===== src/rtl/pipe_pkg.sv =====
// Shared EX->MEM pipeline types and constants: field widths, control-bit indices,
// occupancy encodings and the buffered entry struct.
package pipe_pkg;

    localparam int unsigned DATA_W = 32;
    localparam int unsigned REG_W  = 5;
    localparam int unsigned CTRL_W = 8;

    localparam int unsigned CTRL_REGWRITE = 0;
    localparam int unsigned CTRL_MEMREAD  = 1;
    localparam int unsigned CTRL_MEMWRITE = 2;

    // Buffer occupancy encodings
    localparam logic [1:0] StEmpty = 2'd0;
    localparam logic [1:0] StOne   = 2'd1;
    localparam logic [1:0] StFull  = 2'd2;

    typedef struct packed {
        logic [DATA_W-1:0] alu;
        logic [DATA_W-1:0] wd;
        logic [REG_W-1:0]  rd;
        logic [CTRL_W-1:0] ctrl;
    } exmem_entry_t;

    // Head entry writes a non-zero register with an ALU result (loads resolve later)
    function automatic logic fwd_ok(input exmem_entry_t e);
        return e.ctrl[CTRL_REGWRITE] && (e.rd != '0) && !e.ctrl[CTRL_MEMREAD];
    endfunction

endpackage


===== src/rtl/pipe_entry_reg.sv =====
// Enable + synchronous-clear register holding one EX->MEM entry.
module pipe_entry_reg
    import pipe_pkg::*;
(
    input  logic         clk_i,
    input  logic         clr_i,
    input  logic         en_i,
    input  exmem_entry_t d_i,
    output exmem_entry_t q_o
);

    exmem_entry_t q_q;

    always_ff @(posedge clk_i) begin
        if (clr_i) begin
            q_q <= '0;
        end else if (en_i) begin
            q_q <= d_i;
        end
    end

    assign q_o = q_q;

endmodule


===== src/rtl/ex_mem_buffer.sv =====
// EX->MEM pipeline buffer: 2-entry (head + skid) valid/ready buffer with sync flush.
// Define BF2_FWD_EN to add the head-entry forwarding outputs toward the EX bypass mux.
module ex_mem_buffer
    import pipe_pkg::*;
(
    input  logic              clk_BF2,
    input  logic              rst_BF2,
    input  logic              flush_BF2,
    input  logic              in_valid_BF2,
    output logic              in_ready_BF2,
    input  logic [DATA_W-1:0] aluIn_BF2,
    input  logic [DATA_W-1:0] wdIn_BF2,
    input  logic [REG_W-1:0]  rdIn_BF2,
    input  logic [CTRL_W-1:0] ctrlIn_BF2,
    output logic              out_valid_BF2,
    input  logic              out_ready_BF2,
    output logic [DATA_W-1:0] aluBF2,
    output logic [DATA_W-1:0] wdBF2,
    output logic [REG_W-1:0]  rdBF2,
    output logic [CTRL_W-1:0] ctrlBF2
`ifdef BF2_FWD_EN
    ,
    output logic              fwdValid_BF2,
    output logic [REG_W-1:0]  fwdRd_BF2,
    output logic [DATA_W-1:0] fwdData_BF2
`endif
);

    logic [1:0]   state_q, state_d;
    logic         in_ready_q;
    logic         accept, xfer;
    logic         head_en, skid_en;
    exmem_entry_t in_entry, head_d, head_q, skid_q;

    assign in_entry = '{alu: aluIn_BF2, wd: wdIn_BF2, rd: rdIn_BF2, ctrl: ctrlIn_BF2};

    assign accept        = in_valid_BF2 & in_ready_q;
    assign out_valid_BF2 = (state_q != StEmpty);
    assign xfer          = out_valid_BF2 & out_ready_BF2;

    always_comb begin
        state_d = state_q;
        head_en = 1'b0;
        skid_en = 1'b0;
        head_d  = in_entry;
        case (state_q)
            StEmpty: begin
                if (accept) begin
                    state_d = StOne;
                    head_en = 1'b1;
                end
            end
            StOne: begin
                if (accept && xfer) begin
                    head_en = 1'b1;
                end else if (accept) begin
                    state_d = StFull;
                    skid_en = 1'b1;
                end else if (xfer) begin
                    state_d = StEmpty;
                end
            end
            StFull: begin
                // in_ready is low here, so only the skid-to-head move can happen
                if (xfer) begin
                    state_d = StOne;
                    head_en = 1'b1;
                    head_d  = skid_q;
                end
            end
            default: state_d = StEmpty;
        endcase
        // Flush drops any same-cycle accept; head data is simply left stale
        if (flush_BF2) begin
            state_d = StEmpty;
            head_en = 1'b0;
            skid_en = 1'b0;
        end
    end

    always_ff @(posedge clk_BF2) begin
        if (rst_BF2) begin
            state_q    <= StEmpty;
            in_ready_q <= 1'b1;
        end else begin
            state_q    <= state_d;
            in_ready_q <= (state_d != StFull);
        end
    end

    pipe_entry_reg u_head (
        .clk_i (clk_BF2),
        .clr_i (rst_BF2),
        .en_i  (head_en),
        .d_i   (head_d),
        .q_o   (head_q)
    );

    pipe_entry_reg u_skid (
        .clk_i (clk_BF2),
        .clr_i (rst_BF2),
        .en_i  (skid_en),
        .d_i   (in_entry),
        .q_o   (skid_q)
    );

    assign in_ready_BF2 = in_ready_q;
    assign aluBF2       = head_q.alu;
    assign wdBF2        = head_q.wd;
    assign rdBF2        = head_q.rd;
    assign ctrlBF2      = head_q.ctrl;

`ifdef BF2_FWD_EN
    assign fwdValid_BF2 = out_valid_BF2 & fwd_ok(head_q);
    assign fwdRd_BF2    = head_q.rd;
    assign fwdData_BF2  = head_q.alu;
`endif

endmodule


===== config.mk =====
export PLATFORM = sky130hd
export DESIGN_NAME = ex_mem_buffer
export DESIGN_NICKNAME = d
export VERILOG_FILES = /design/src/rtl/pipe_pkg.sv /design/src/rtl/pipe_entry_reg.sv /design/src/rtl/ex_mem_buffer.sv
export SDC_FILE = /design/constraint.sdc
export NUM_CORES = 1
export LEC_CHECK = 0
export ABC_AREA = 0
export BUFFER_PORTS_ARGS = -buffer_cell sky130_fd_sc_hd__buf_2
export CAP_MARGIN = 20
export CORE_MARGIN = 2
export CORE_UTILIZATION = 52
export DETAILED_ROUTE_END_ITERATION = 8
export PLACE_DENSITY = 0.79
export SLEW_MARGIN = 20
export SYNTH_ARGS = -nofsm -noshare
export SYNTH_HDL_FRONTEND = slang
export SYNTH_SLANG_ARGS = --single-unit

===== constraint.sdc =====
create_clock -name clk_BF2 -period 1.8 [get_ports clk_BF2]
set_input_delay 0.27 -clock clk_BF2 [delete_from_list [all_inputs] [get_ports clk_BF2]]
set_output_delay 0.27 -clock clk_BF2 [all_outputs]
set_load 0.02 [all_outputs]

==> results.yml <==
drt:
  routedWlPerCell_um: 14.2
  drt-initial-drc-count: 529
  wirelength_mm: 15.2
  vias_per_cell: 5.39
  drc: 0
  antenna_left: 0
  dr.pass1.iters: 5
  vias: 5779
clock_tree:
  htree_num_levels: 4
  postCtsHoldBufs: 0
  cts_buffers: 17
  clock_sinks: 157
  cts.clk_slew.worst_paths_ns: 0.06
  cts-root-buf: "clkbuf_16"
  clk_latency_ns: 0.42
  cts_buffer_depth: 2
  cts_tree: "built"
worst_setup_path:
  cp.arrival_ns: 2.01
  reg2reg_slack_ns: 0.1
  cp_cell_sequence: "nand4bb_1 -> a31oi_4 -> clkbuf_16 -> nor2_1 -> a311oi_1"
  required_ns: 2.11
  end_kind: "flip-flop"
  path_buf_inv: 1
  worst_path_max_delay_cell: "dfxtp_2"
  cp-start-kind: "flip-flop"
  crit_path_max_fanout: 44
  crit_type: "flip-flop to flip-flop"
  crit_path_max_incr_delay_ns: 0.36
  critPathTopFamily: "compound AO/OA/AOI/OAI gates"
global_routing:
  grt_usage_pct: 23.3
  overflow: 0
  antenna_found_initial: 0
  grt_pass1_vias: 5145
  grt_max_degree: 89
  grt_pass1_wl_mm: 24.0
floorplanning:
  die_area_um2: 12600
  num_rows: 39
  core_area_um2: 11400
  die_h_um: 112
  die_x_um: 112
  initial_utilization_pct: 53.4
  io_pins: 161
sta:
  min_period_over_period_pct: 94.6
  layout_min_cycle_time_ns: 1.70
  setup_slack_ns: 0.0973
  slew_violations: 0
  setup_viol: 0
  worst_clock_skew_ns: 0.00648
  slew_headroom_pct: 65.1
  worst_slew_pin_slew_ns: 0.523
  rsz0062_at_grt: "yes"
  timing_hold_violations_final: 0
  timing.fmax_mhz: 587
final_layout:
  syn2layout_area_growth_pct: 25.5
  nNetsFinal: 999
  final_cell_count_no_fill: 1073
  antenna_cells: 0
  fin_util_pct: 67.0
  fin_area_um2: 7640
  drive_gt1_share_pct: 23.5
logic_synthesis:
  yosysMostFrequentCell: "nand2_1"
  synthAdderAreaFrac_pct: 0
  synth_top_flop_cell: "dfxtp_1"
  synth_mux_area_share_pct: 0.329
  synth-async-reset-ratio_pct: 0
  synth_top_family_by_area: "simple AND/OR/NAND/NOR gates"
  synth-warning-count: 0
  synth_seq_cells: 157
  synth-simple-area-share_pct: 25.4
  synth-edff-count: 0
  synth_compound_area_share_pct: 17.6
  syn-cell-area_um2: 6090
  synth_top_area_share_pct: 51.6
  yosys.area.top_type: "dfxtp_1"
  yosysUniqueCellTypes: 21
  synth_xor_area_share_pct: 0
  syn-mean-instance-area_um2: 7.79
  synth_common_cells: "nand2_1 (309), dfxtp_1 (157), a311oi_1 (78), nor2_1 (78), a21oi_1 (77)"
  syn-instance-count: 782
  syn-num-nets: 864
  yosysSeqAreaShare_pct: 51.6
  synthTopCellsByArea: "dfxtp_1 (52%), nand2_1 (19%), a311oi_1 (11%), a21oi_1 (6.3%), nor2_1 (4.8%)"
placed_design:
  dp_slack_ns: 0.0504
  placement.cell_area_um2: 7070
  hpwl_mm: 9.18
  port_buffers: 160
  placedCellCount: 1039
  gp_congestion: 0.777
pwr:
  finalPower_w: 0.00795
  cell_internal_pwr_w: 0.00598
  p_leak_nw: 3.15
  vdd_ir_drop_max_v: 0.000715
  switchingPower_w: 0.00197
  sequentialPowerShare_pct: 46.8
  combPwrFrac_pct: 11.5
  p_sw_share_pct: 24.8
  p_per_area_nw_per_um2: 1040
  pwr-share-clk_pct: 41.7
run:
  drv_cap: 0
status:
  outcome: "complete, no violations"
hold_path:
  hold_class: "primary input to flip-flop"
worst paths after layout:
kind                                startpoint             end  cells past startpoint
worst max-delay path                state_q[1]  u_head.q_o[74]                      5
worst min-delay path             out_ready_BF2      state_q[1]                      2
worst max register to register      state_q[1]  u_head.q_o[74]                      5
worst min register to register  u_skid.q_o[76]  u_skid.q_o[76]                      2
power groups by stage:
stage / clock network [W] / registers, W / logic (W)
3_5_place_dp: 0 / 0.00379 / 0.000899
5_1_grt: 0.00352 / 0.00374 / 0.000997
2_1_floorplan: 0 / 0.00396 / 0.000363
4_1_cts: 0.00335 / 0.00372 / 0.000902
6_report: 0.00331 / 0.00372 / 0.000916
3_3_place_gp: 0 / 0.00379 / 0.000888
what timing repair did:
item	4_1_cts	5_1_grt
endpoints found under the setup margin	0	31
resized for setup	0	3
endpoints found under the hold margin	0	0
buffers inserted	0	1
sequential cells by signal (all words and copies together) (netlist names):
register,count
u_head.q_o,77
u_skid.q_o,77
state_q,2
in_ready_BF2,1
cell usage in the layout (no fill, tap or decap), drive strengths merged:
cell,instances
dfxtp,157
nor3b,1
nand2b,2
nand2,309
nand4bb,1
bufinv,1
inv,1
a31oi,1
clkinv,7
a311oi,78
or4,2
a21oi,77
clkbuf,25
nor2,78
mux2i,2
nor4,2
or2,1
buf,183
nand4b,1
nand3b,1
layer usage:
layer	GRT usage [%]	wire, um	vias to the layer above
met2	36.9	7170	182
li1	-	-	2904
met3	7.13	1020	19
met4	7.40	210	0
met5	0	0	-
met1	30.7	6820	2674
kinds of logic after synthesis:
kind of cell | Yosys count
buf+inv | 69
compound gates | 156
flops | 157
simple gates | 398
mux | 2
cell type report:
type | instances | area, um2
repair buffers | 184 | 1100
clock buffers | 24 | 482
inverters | 1 | 3.75
clock inverters | 8 | 65.1
well taps | 143 | 179
flip-flops and latches | 157 | 3140
fillers | 969 | 3770
multi-input cells | 556 | 2680
through the flow:
stage | TNS, ns | hold slack (ns)
6_report | 0 | 0.0944
5_1_grt | -0.0826 | 0.0891
4_1_cts | 0 | 0.0846
3_5_place_dp | 0 | 0.447
3_3_place_gp | 0 | 0.441
2_1_floorplan | 0 | 0.342
Note: power is estimated with default switching activity, not from simulation.
